==> src/rtl/cpu_sequencer_pkg.sv <==
// Shared definitions for the SAP-style microcode sequencer: opcodes, control-word bit
// positions, the idle control word and the T-step encoding.
package cpu_sequencer_pkg;

  localparam int unsigned CtrlW = 15;
  localparam int unsigned OpW   = 4;

  // T0..T5 are consecutive so the step register can simply increment.
  typedef enum logic [2:0] {
    StT0   = 3'd0,
    StT1   = 3'd1,
    StT2   = 3'd2,
    StT3   = 3'd3,
    StT4   = 3'd4,
    StT5   = 3'd5,
    StHalt = 3'd7
  } step_e;

  localparam logic [OpW-1:0] OpNop = 4'h0;
  localparam logic [OpW-1:0] OpLda = 4'h1;
  localparam logic [OpW-1:0] OpAdd = 4'h2;
  localparam logic [OpW-1:0] OpSub = 4'h3;
  localparam logic [OpW-1:0] OpSta = 4'h4;
  localparam logic [OpW-1:0] OpLdi = 4'h5;
  localparam logic [OpW-1:0] OpJmp = 4'h6;
  localparam logic [OpW-1:0] OpJc  = 4'h7;
  localparam logic [OpW-1:0] OpJz  = 4'h8;
  localparam logic [OpW-1:0] OpOut = 4'hE;
  localparam logic [OpW-1:0] OpHlt = 4'hF;

  // Control word layout: {Cp,Ep,Lp,nLma,nLmd,nCE,nLr,nLi,nEi,nLa,Ea,sub,Eu,nLb,nLo}
  localparam int unsigned BitCp   = 14;
  localparam int unsigned BitEp   = 13;
  localparam int unsigned BitLp   = 12;
  localparam int unsigned BitNLma = 11;
  localparam int unsigned BitNLmd = 10;
  localparam int unsigned BitNCe  = 9;
  localparam int unsigned BitNLr  = 8;
  localparam int unsigned BitNLi  = 7;
  localparam int unsigned BitNEi  = 6;
  localparam int unsigned BitNLa  = 5;
  localparam int unsigned BitEa   = 4;
  localparam int unsigned BitSub  = 3;
  localparam int unsigned BitEu   = 2;
  localparam int unsigned BitNLb  = 1;
  localparam int unsigned BitNLo  = 0;

  // Every active-low strobe high, every active-high strobe low.
  localparam logic [CtrlW-1:0] CtrlIdle = 15'h0FE3;

  // Number of bus drivers enabled by a control word (Ep, CE, Ei, Ea, Eu).
  function automatic logic [2:0] bus_drivers(input logic [CtrlW-1:0] c);
    return 3'(c[BitEp]) + 3'(!c[BitNCe]) + 3'(!c[BitNEi]) + 3'(c[BitEa]) + 3'(c[BitEu]);
  endfunction

endpackage

==> src/rtl/cpu_sequencer_ucode_rom.sv <==
// Combinational microcode table.
//   step     : current T-step
//   opcode   : IR upper nibble (only looked at from T3 on)
//   cf, zf   : ALU flags, used only by JC/JZ in T3
//   ctrl_raw : ungated control word for this step
//   last     : this step is the final one of the instruction
module cpu_sequencer_ucode_rom
  import cpu_sequencer_pkg::*;
(
  input  step_e              step,
  input  logic [OpW-1:0]     opcode,
  input  logic               cf,
  input  logic               zf,
  output logic [CtrlW-1:0]   ctrl_raw,
  output logic               last
);

  always_comb begin
    ctrl_raw = CtrlIdle;
    last     = 1'b0;
    case (step)
      StT0: begin
        ctrl_raw[BitEp]   = 1'b1;
        ctrl_raw[BitNLma] = 1'b0;
      end
      StT1: ctrl_raw[BitCp] = 1'b1;
      StT2: begin
        ctrl_raw[BitNCe] = 1'b0;
        ctrl_raw[BitNLi] = 1'b0;
      end
      StT3: begin
        last = 1'b1;
        case (opcode)
          OpLda, OpAdd, OpSub, OpSta: begin
            last              = 1'b0;
            ctrl_raw[BitNEi]  = 1'b0;
            ctrl_raw[BitNLma] = 1'b0;
          end
          OpLdi: begin
            ctrl_raw[BitNEi] = 1'b0;
            ctrl_raw[BitNLa] = 1'b0;
          end
          OpJmp: begin
            ctrl_raw[BitNEi] = 1'b0;
            ctrl_raw[BitLp]  = 1'b1;
          end
          OpJc: if (cf) begin
            ctrl_raw[BitNEi] = 1'b0;
            ctrl_raw[BitLp]  = 1'b1;
          end
          OpJz: if (zf) begin
            ctrl_raw[BitNEi] = 1'b0;
            ctrl_raw[BitLp]  = 1'b1;
          end
          OpOut: begin
            ctrl_raw[BitEa]  = 1'b1;
            ctrl_raw[BitNLo] = 1'b0;
          end
          default: ; // NOP, HLT and unused opcodes: idle single step
        endcase
      end
      StT4: begin
        case (opcode)
          OpLda: begin
            last             = 1'b1;
            ctrl_raw[BitNCe] = 1'b0;
            ctrl_raw[BitNLa] = 1'b0;
          end
          OpAdd, OpSub: begin
            ctrl_raw[BitNCe] = 1'b0;
            ctrl_raw[BitNLb] = 1'b0;
          end
          OpSta: begin
            ctrl_raw[BitEa]   = 1'b1;
            ctrl_raw[BitNLmd] = 1'b0;
          end
          default: last = 1'b1; // opcode changed under us: fall back to fetch
        endcase
      end
      StT5: begin
        last = 1'b1;
        case (opcode)
          OpAdd: begin
            ctrl_raw[BitEu]  = 1'b1;
            ctrl_raw[BitNLa] = 1'b0;
          end
          OpSub: begin
            ctrl_raw[BitEu]  = 1'b1;
            ctrl_raw[BitSub] = 1'b1;
            ctrl_raw[BitNLa] = 1'b0;
          end
          OpSta: ctrl_raw[BitNLr] = 1'b0;
          default: ;
        endcase
      end
      default: ; // StHalt
    endcase
  end

endmodule

==> src/rtl/cpu_sequencer.sv <==
// Microcode sequencer for the 8-bit SAP-style CPU.
//   clk, rst   : clock, synchronous active-high reset
//   en         : 1 advances one micro-step per cycle, 0 stalls
//   opcode     : IR upper nibble, valid from T3
//   cf, zf     : registered ALU flags
//   ctrl       : control word {Cp,Ep,Lp,nLma,nLmd,nCE,nLr,nLi,nEi,nLa,Ea,sub,Eu,nLb,nLo}
//   t_state    : 0..5 for T0..T5, 7 for HALT
//   instr_done : final step of the current instruction
//   halted     : sequencer is in HALT
module cpu_sequencer
  import cpu_sequencer_pkg::*;
#(
  parameter int unsigned CTRL_W = 15,
  parameter int unsigned OP_W   = 4
) (
  input  logic              clk,
  input  logic              rst,
  input  logic              en,
  input  logic [OP_W-1:0]   opcode,
  input  logic              cf,
  input  logic              zf,
  output logic [CTRL_W-1:0] ctrl,
  output logic [2:0]        t_state,
  output logic              instr_done,
  output logic              halted
);

  step_e            step_q;
  logic [CtrlW-1:0] ctrl_raw;
  logic             last;
  logic             in_halt;

  cpu_sequencer_ucode_rom u_rom (
    .step     (step_q),
    .opcode   (opcode),
    .cf       (cf),
    .zf       (zf),
    .ctrl_raw (ctrl_raw),
    .last     (last)
  );

  assign in_halt = (step_q == StHalt);

  // HALT is left only through rst; en=0 freezes the step.
  always_ff @(posedge clk) begin
    if (rst) begin
      step_q <= StT0;
    end else if (!in_halt && en) begin
      if (last) begin
        step_q <= (step_q == StT3 && opcode == OpHlt) ? StHalt : StT0;
      end else begin
        step_q <= step_e'(step_q + 3'd1);
      end
    end
  end

  // Gating keeps strobes from repeating while stalled and silences everything in reset/HALT.
  always_comb begin
    ctrl       = CtrlIdle;
    t_state    = 3'd0;
    instr_done = 1'b0;
    halted     = 1'b0;
    if (!rst) begin
      t_state = step_q;
      halted  = in_halt;
      if (en && !in_halt) begin
        ctrl       = ctrl_raw;
        instr_done = last;
      end
    end
  end

  always_ff @(posedge clk) begin
    if (!rst) begin
      assert (bus_drivers(ctrl) <= 3'd1);
    end
  end

endmodule
==> config.mk <==
export PLATFORM = sky130hd
export DESIGN_NAME = cpu_sequencer
export DESIGN_NICKNAME = d
export VERILOG_FILES = /design/src/rtl/cpu_sequencer_pkg.sv /design/src/rtl/cpu_sequencer_ucode_rom.sv /design/src/rtl/cpu_sequencer.sv
export SDC_FILE = /design/constraint.sdc
export NUM_CORES = 1
export LEC_CHECK = 0
export CORE_AREA = 4 4 41 43
export CTS_CLUSTER_DIAMETER = 40
export CTS_CLUSTER_SIZE = 24
export DETAILED_ROUTE_END_ITERATION = 6
export DIE_AREA = 0 0 45 47
export DONT_BUFFER_PORTS = 1
export HOLD_SLACK_MARGIN = 0.02
export PLACE_DENSITY = 0.63
export RECOVER_POWER = 100
export SETUP_SLACK_MARGIN = 0.02
export SLEW_MARGIN = 15
export SYNTH_ARGS = -nofsm -noshare
export SYNTH_HDL_FRONTEND = slang
export SYNTH_SLANG_ARGS = --single-unit
export TNS_END_PERCENT = 20
==> constraint.sdc <==
create_clock -name clk -period 3.8 [get_ports clk]
set_clock_uncertainty 0.2 [all_clocks]
set_input_delay 1.14 -clock clk [delete_from_list [all_inputs] [get_ports clk]]
set_output_delay 1.14 -clock clk [all_outputs]
set_load 0.1 [all_outputs]
**Word level (Yosys, flattened, before mapping)**

Index checks and enable logic that the tools add are counted.

- Flip-flop bits (word level): 3
- Bits of input ports: 9
- Output and inout port bits: 20
- Word-level logic and storage cells: 68

- $add $sub $neg: 1
- Eq/ne operators: 16
- Muxes and demuxes: 41
- Reduce and logical (&&, ||, !) cells: 9

Operators by type and width:

| kind | count |
|---|---|
| 2-to-1 mux 15 bit | 2 |
| 2-to-1 mux 1 bit | 28 |
| == test 4 x 3 -> 1 bit, second input constant | 4 |
| == test 4 bit, second input constant | 3 |
| case mux 1 bit (3 select lines) | 4 |
| == test 3 bit, second input constant | 3 |
| 2-to-1 mux 3 bit | 3 |
| == test 4 x 2 -> 1 bit, second input constant | 2 |
| == test 3 x 2 -> 1 bit, second input constant | 2 |
| case mux 1 bit (2 select lines) | 3 |
| OR reduction 3 bit | 2 |
| OR reduction 6 bit | 1 |
| == test 4 x 1 -> 1 bit, second input constant | 1 |
| OR reduction 4 bit | 1 |
| adder 3 x 1 -> 3 bit, second input constant | 1 |
| == test 3 x 1 -> 1 bit, second input constant | 1 |
| zero test 3 bit | 1 |
| logical AND 1 bit | 2 |
| 2-to-1 mux 2 bit | 1 |
| OR reduction 2 bit | 1 |
| zero test 1 bit | 1 |

**Longest topological paths before layout**

- Word-level depth: 6
- Mapped depth: 7

**Modules after synthesis**

From an unflattened synthesis, not the netlist that was laid out.

- Cells, all modules: 90
- Area, all modules: 673.1 µm²

By module, submodules not included:

| module | times used | cells each | area each (µm²) | seq. area each (µm²) |
|---|---|---|---|---|
| cpu_sequencer | 1 | 41 | 357.8 | 60.1 |
| cpu_sequencer_ucode_rom | 1 | 49 | 315.3 | 0.0 |

**Worst setup path after synthesis**

OpenSTA, ideal clock, no wires.

- Path kind: input to output
- From: in opcode[3]
- To: out ctrl[3]
- Data arrival time: 3736 ps
- Slack: -1276 ps
- Cell stages on the path: 5
- Buffers on the path: 1
- Cells stage by stage: buf_2 -> nor2_1 -> nand3_1 -> nor2_1 -> and2_1

- Cells in the longest elaborated chain, start to end: 5

Ends and longest elaborated chain:

| what | RTL line | text |
|---|---|---|
| start, declared | cpu_sequencer.sv:19 | `input logic [OP_W-1:0] opcode,` |
| == test 4 x 2 -> 1 bit | cpu_sequencer_ucode_rom.sv:82 | `case (opcode)` |
| 2-to-1 mux 1 bit | cpu_sequencer_ucode_rom.sv:82 |  |
| 2-to-1 mux 2 bit | cpu_sequencer_ucode_rom.sv:21 | `case (step)` |
| 2-to-1 mux 15 bit | cpu_sequencer.sv:66 | `if (en && !in_halt) begin` |
| 2-to-1 mux 15 bit | cpu_sequencer.sv:63 | `if (!rst) begin` |
| end, declared | cpu_sequencer.sv:22 | `output logic [CTRL_W-1:0] ctrl,` |

Every way passes these cells.

**Worst setup path after layout**

- From: in opcode[0]
- To: out instr_done

- Cells in the longest elaborated chain, start to end: 6
- Elaborated cells between the ends (all ways): 11
- Those cells by class: eq/ne (4); mux (5); reduce/logical (2)

Ends and longest elaborated chain:

| what | RTL line | text |
|---|---|---|
| == test 4 x 1 -> 1 bit (tied with other cells) | cpu_sequencer_ucode_rom.sv:33 | `case (opcode)` |
| OR reduction 4 bit or OR reduction 3 bit (tied branches) | -- |  |
| 2-to-1 mux 1 bit (on tied branches) | cpu_sequencer_ucode_rom.sv:33, cpu_sequencer_ucode_rom.sv:63 |  |
| case mux 1 bit (3 select lines) (*) | cpu_sequencer_ucode_rom.sv:21 |  |
| 2-to-1 mux 1 bit (*) | cpu_sequencer.sv:66 |  |
| 2-to-1 mux 1 bit (*) | cpu_sequencer.sv:63 |  |
| end, declared | cpu_sequencer.sv:24 | `output logic instr_done,` |

Every way passes the cells marked *; elsewhere a longest branch is shown, timed or not.

==> impl_metrics.tcl <==
set metrics [dict create \
    cp-end-kind "primary output" \
    finalWeightedCongestion 0.790 \
    cap_violations 0 \
    fin_crit_sh 0.957 \
    antenna_found_initial 0 \
    power_density_nw_per_um2 322 \
    yosys.area.top_type "ha_1" \
    grt_max_degree 13 \
    synthSimpleGateAreaFrac 0.383 \
    routed_wl_um 1820 \
    intPower_uw 118 \
    io_pins 29 \
    grtUsageTotal 0.184 \
    switchingPower_uw 145 \
    holdPathStages 1 \
    crit_chain "nor2_1, mux2_2, o221ai_1, and2_0, buf_12" \
    cpLargestDelayFamily "compound AO/OA/AOI/OAI gates" \
    num_antenna_cells 0 \
    wl_per_cell_um 14.7 \
    ant_nets 0 \
    clockRootBuffer "clkbuf_4" \
    synth-main-ff-cell "dfxtp_1" \
    drc_errors 0 \
    period_needed_ns 3.64 \
    syn_avg_cell_area_um2 6.99 \
    grt_pass1_vias 652 \
    clock_path_buffers 2 \
    slowest_delay_ns 0.38 \
    r2r_cells 5 \
    finalMaxSlewViolations 0 \
    die_area_um2 2120 \
    p_seq_frac 0.173 \
    rsz0062_at_grt "no" \
    hold_violations 0 \
    leakage_uw 0.000325 \
    hpwl_um 1430 \
    die_w_um 45 \
    final_util 0.626 \
    area_growth_syn_to_layout_pct 34.0 \
    via_per_inst 6.00 \
    num_vias 744 \
    status "completed" \
    worstPathMaxFanout 10 \
    synth_seq_area_share 0.0988 \
    min_path_type "reg2reg" \
    slowest_stage "o221ai_1" \
    irDropWorstVdd_uv 205 \
    cts_made_buffers 3 \
    path_clk_slew_ns 0.03 \
    postCtsSetupBuffers 0 \
    min_from "step_q[0]" \
    synth_commonest_cells "nand2_1 (10), nor2_1 (10), ha_1 (6), nor2b_1 (6)" \
    async_reset_ff_frac 0 \
    drt_iter0_drc 29 \
    setup_viol 0 \
    fin_nets 125 \
    fillers 132 \
    cts-htree-levels 1 \
    min_to "step_q[0]" \
    tns_ns 0 \
    synth_xor_area_frac 0 \
    cts_hold_buffers 0 \
    die_h_um 47 \
    crit_arrival_ns 2.30 \
    synth_mux_area_frac 0.0185 \
    ys_ff_latch 3 \
    required_ns 2.46 \
    synth_top_family_by_area "simple AND/OR/NAND/NOR gates" \
    initial_core_util 0.467 \
    fmax_ghz 0.275 \
    overflow 0 \
    regMostFlops "step_q" \
    coreArea_um2 1300 \
    r2r-start "step_q[1]" \
    grt_pass1_wl_um 2920 \
    syn-num-nets 102 \
    synth_edf_count 0 \
    synthTopCellsByArea "ha_1 (12%), dfxtp_1 (9.9%), nand2_1 (6.2%)" \
    rows 13 \
    clockPowerShare 0.227 \
    largest_reg_flops 3 \
    holdWs_ns 0.362 \
    yosys_warnings 0 \
    synthAdderAreaFrac 0.123 \
    combPwrFrac 0.600 \
    regToRegEndpoint "step_q[1]" \
    maxSlewHeadroom 0.168 \
    port_buffers 0 \
    tightestPinTransition_ns 1.25 \
    crit_type "in2out" \
    clock_sinks 3 \
    synth_cell_types 36 \
    top_regs "step_q x3" \
    cts_tree "yes" \
    netlist_area_um2 608 \
    swShare 0.552 \
    clock_latency_ns 0.25 \
    cp-start-kind "primary input" \
    postCtsResizedCells 0 \
    netlist.area_leader.share 0.123 \
    drive_gt1_frac 0.321 \
    rrSetupSlack_ns 1.73 \
    firstDrtPassIters 5 \
    synth_compound_area_frac 0.290 \
    worst-path-buf-inv 1 \
    postSynthCellCount 87 \
]
-- layer usage --
| layer | GRT usage | share of wire |
|---|---|---|
| met5 | 0 | 0 |
| met4 | 0.0526 | 0.0093 |
| met3 | 0.0421 | 0.12 |
| met2 | 0.314 | 0.46 |
| met1 | 0.231 | 0.42 |
-- worst max-delay path by stage --
stage / from / endpoint / cells after the start
2_1_floorplan: opcode[3] / ctrl[3] / 5
3_3_place_gp: rst / ctrl[4] / 6
3_5_place_dp: rst / ctrl[6] / 6
4_1_cts: step_q[2] / ctrl[4] / 7
5_1_grt: step_q[2] / ctrl[4] / 7
6_report: opcode[0] / instr_done / 5
-- per-stage QoR --
stage	total power (uW)	worst slack (ns)	instances	instance area, um2
4_1_cts	275	0.175	124	940
3_3_place_gp	213	0.246	120	913
3_5_place_dp	215	0.191	120	913
6_report	263	0.162	124	815
2_1_floorplan	180	-0.213	87	627
5_1_grt	276	0.0580	124	815
-- cell usage in the layout (no fill, tap or decap), types with 3 or more instances in the layout --
master,n
inv_1,5
buf_4,4
nor2_1,6
clkbuf_2,9
dfxtp_1,3
ha_1,6
nor2b_1,5
nor2_2,3
clkbuf_1,4
o21ai_0,3
nand2_1,10
and3_1,3
clkbuf_4,5
nand3_1,5
a21oi_1,3
-- power by group through the flow --
stage                     Clock (uW)  Combinational (uW)  Sequential (uW)
after floorplan                    0                 136             44.0
after global placement             0                 168             45.7
after detailed placement           0                 170             45.8
after CTS                       59.3                 171             45.2
after global routing            61.7                 168             47.0
final                           59.7                 157             45.4
-- cell type report --
| type | count | area [um2] | area share |
|---|---|---|---|
| Timing Repair Buffer | 23 | 169 | 0.207 |
| Sequential cell | 3 | 60.1 | 0.0737 |
| Inverter | 5 | 18.8 | 0.0230 |
| Multi-Input combinational cell | 74 | 522 | 0.641 |
| Clock buffer | 4 | 26.3 | 0.0323 |
| Tap cell | 15 | 18.8 | 0.0230 |
-- logic make-up (layout without fill, tap and decap cells) --
kind of cell | count (synthesis) | in the layout
AND/OR/NAND/NOR | 45 | 45
AO/OA/AOI/OAI | 22 | 22
buffers and inverters | 10 | 32
adder cells (fa/ha/maj) | 6 | 6
flip-flops | 3 | 3
multiplexers | 1 | 1
(Power assumes the default switching activity.)
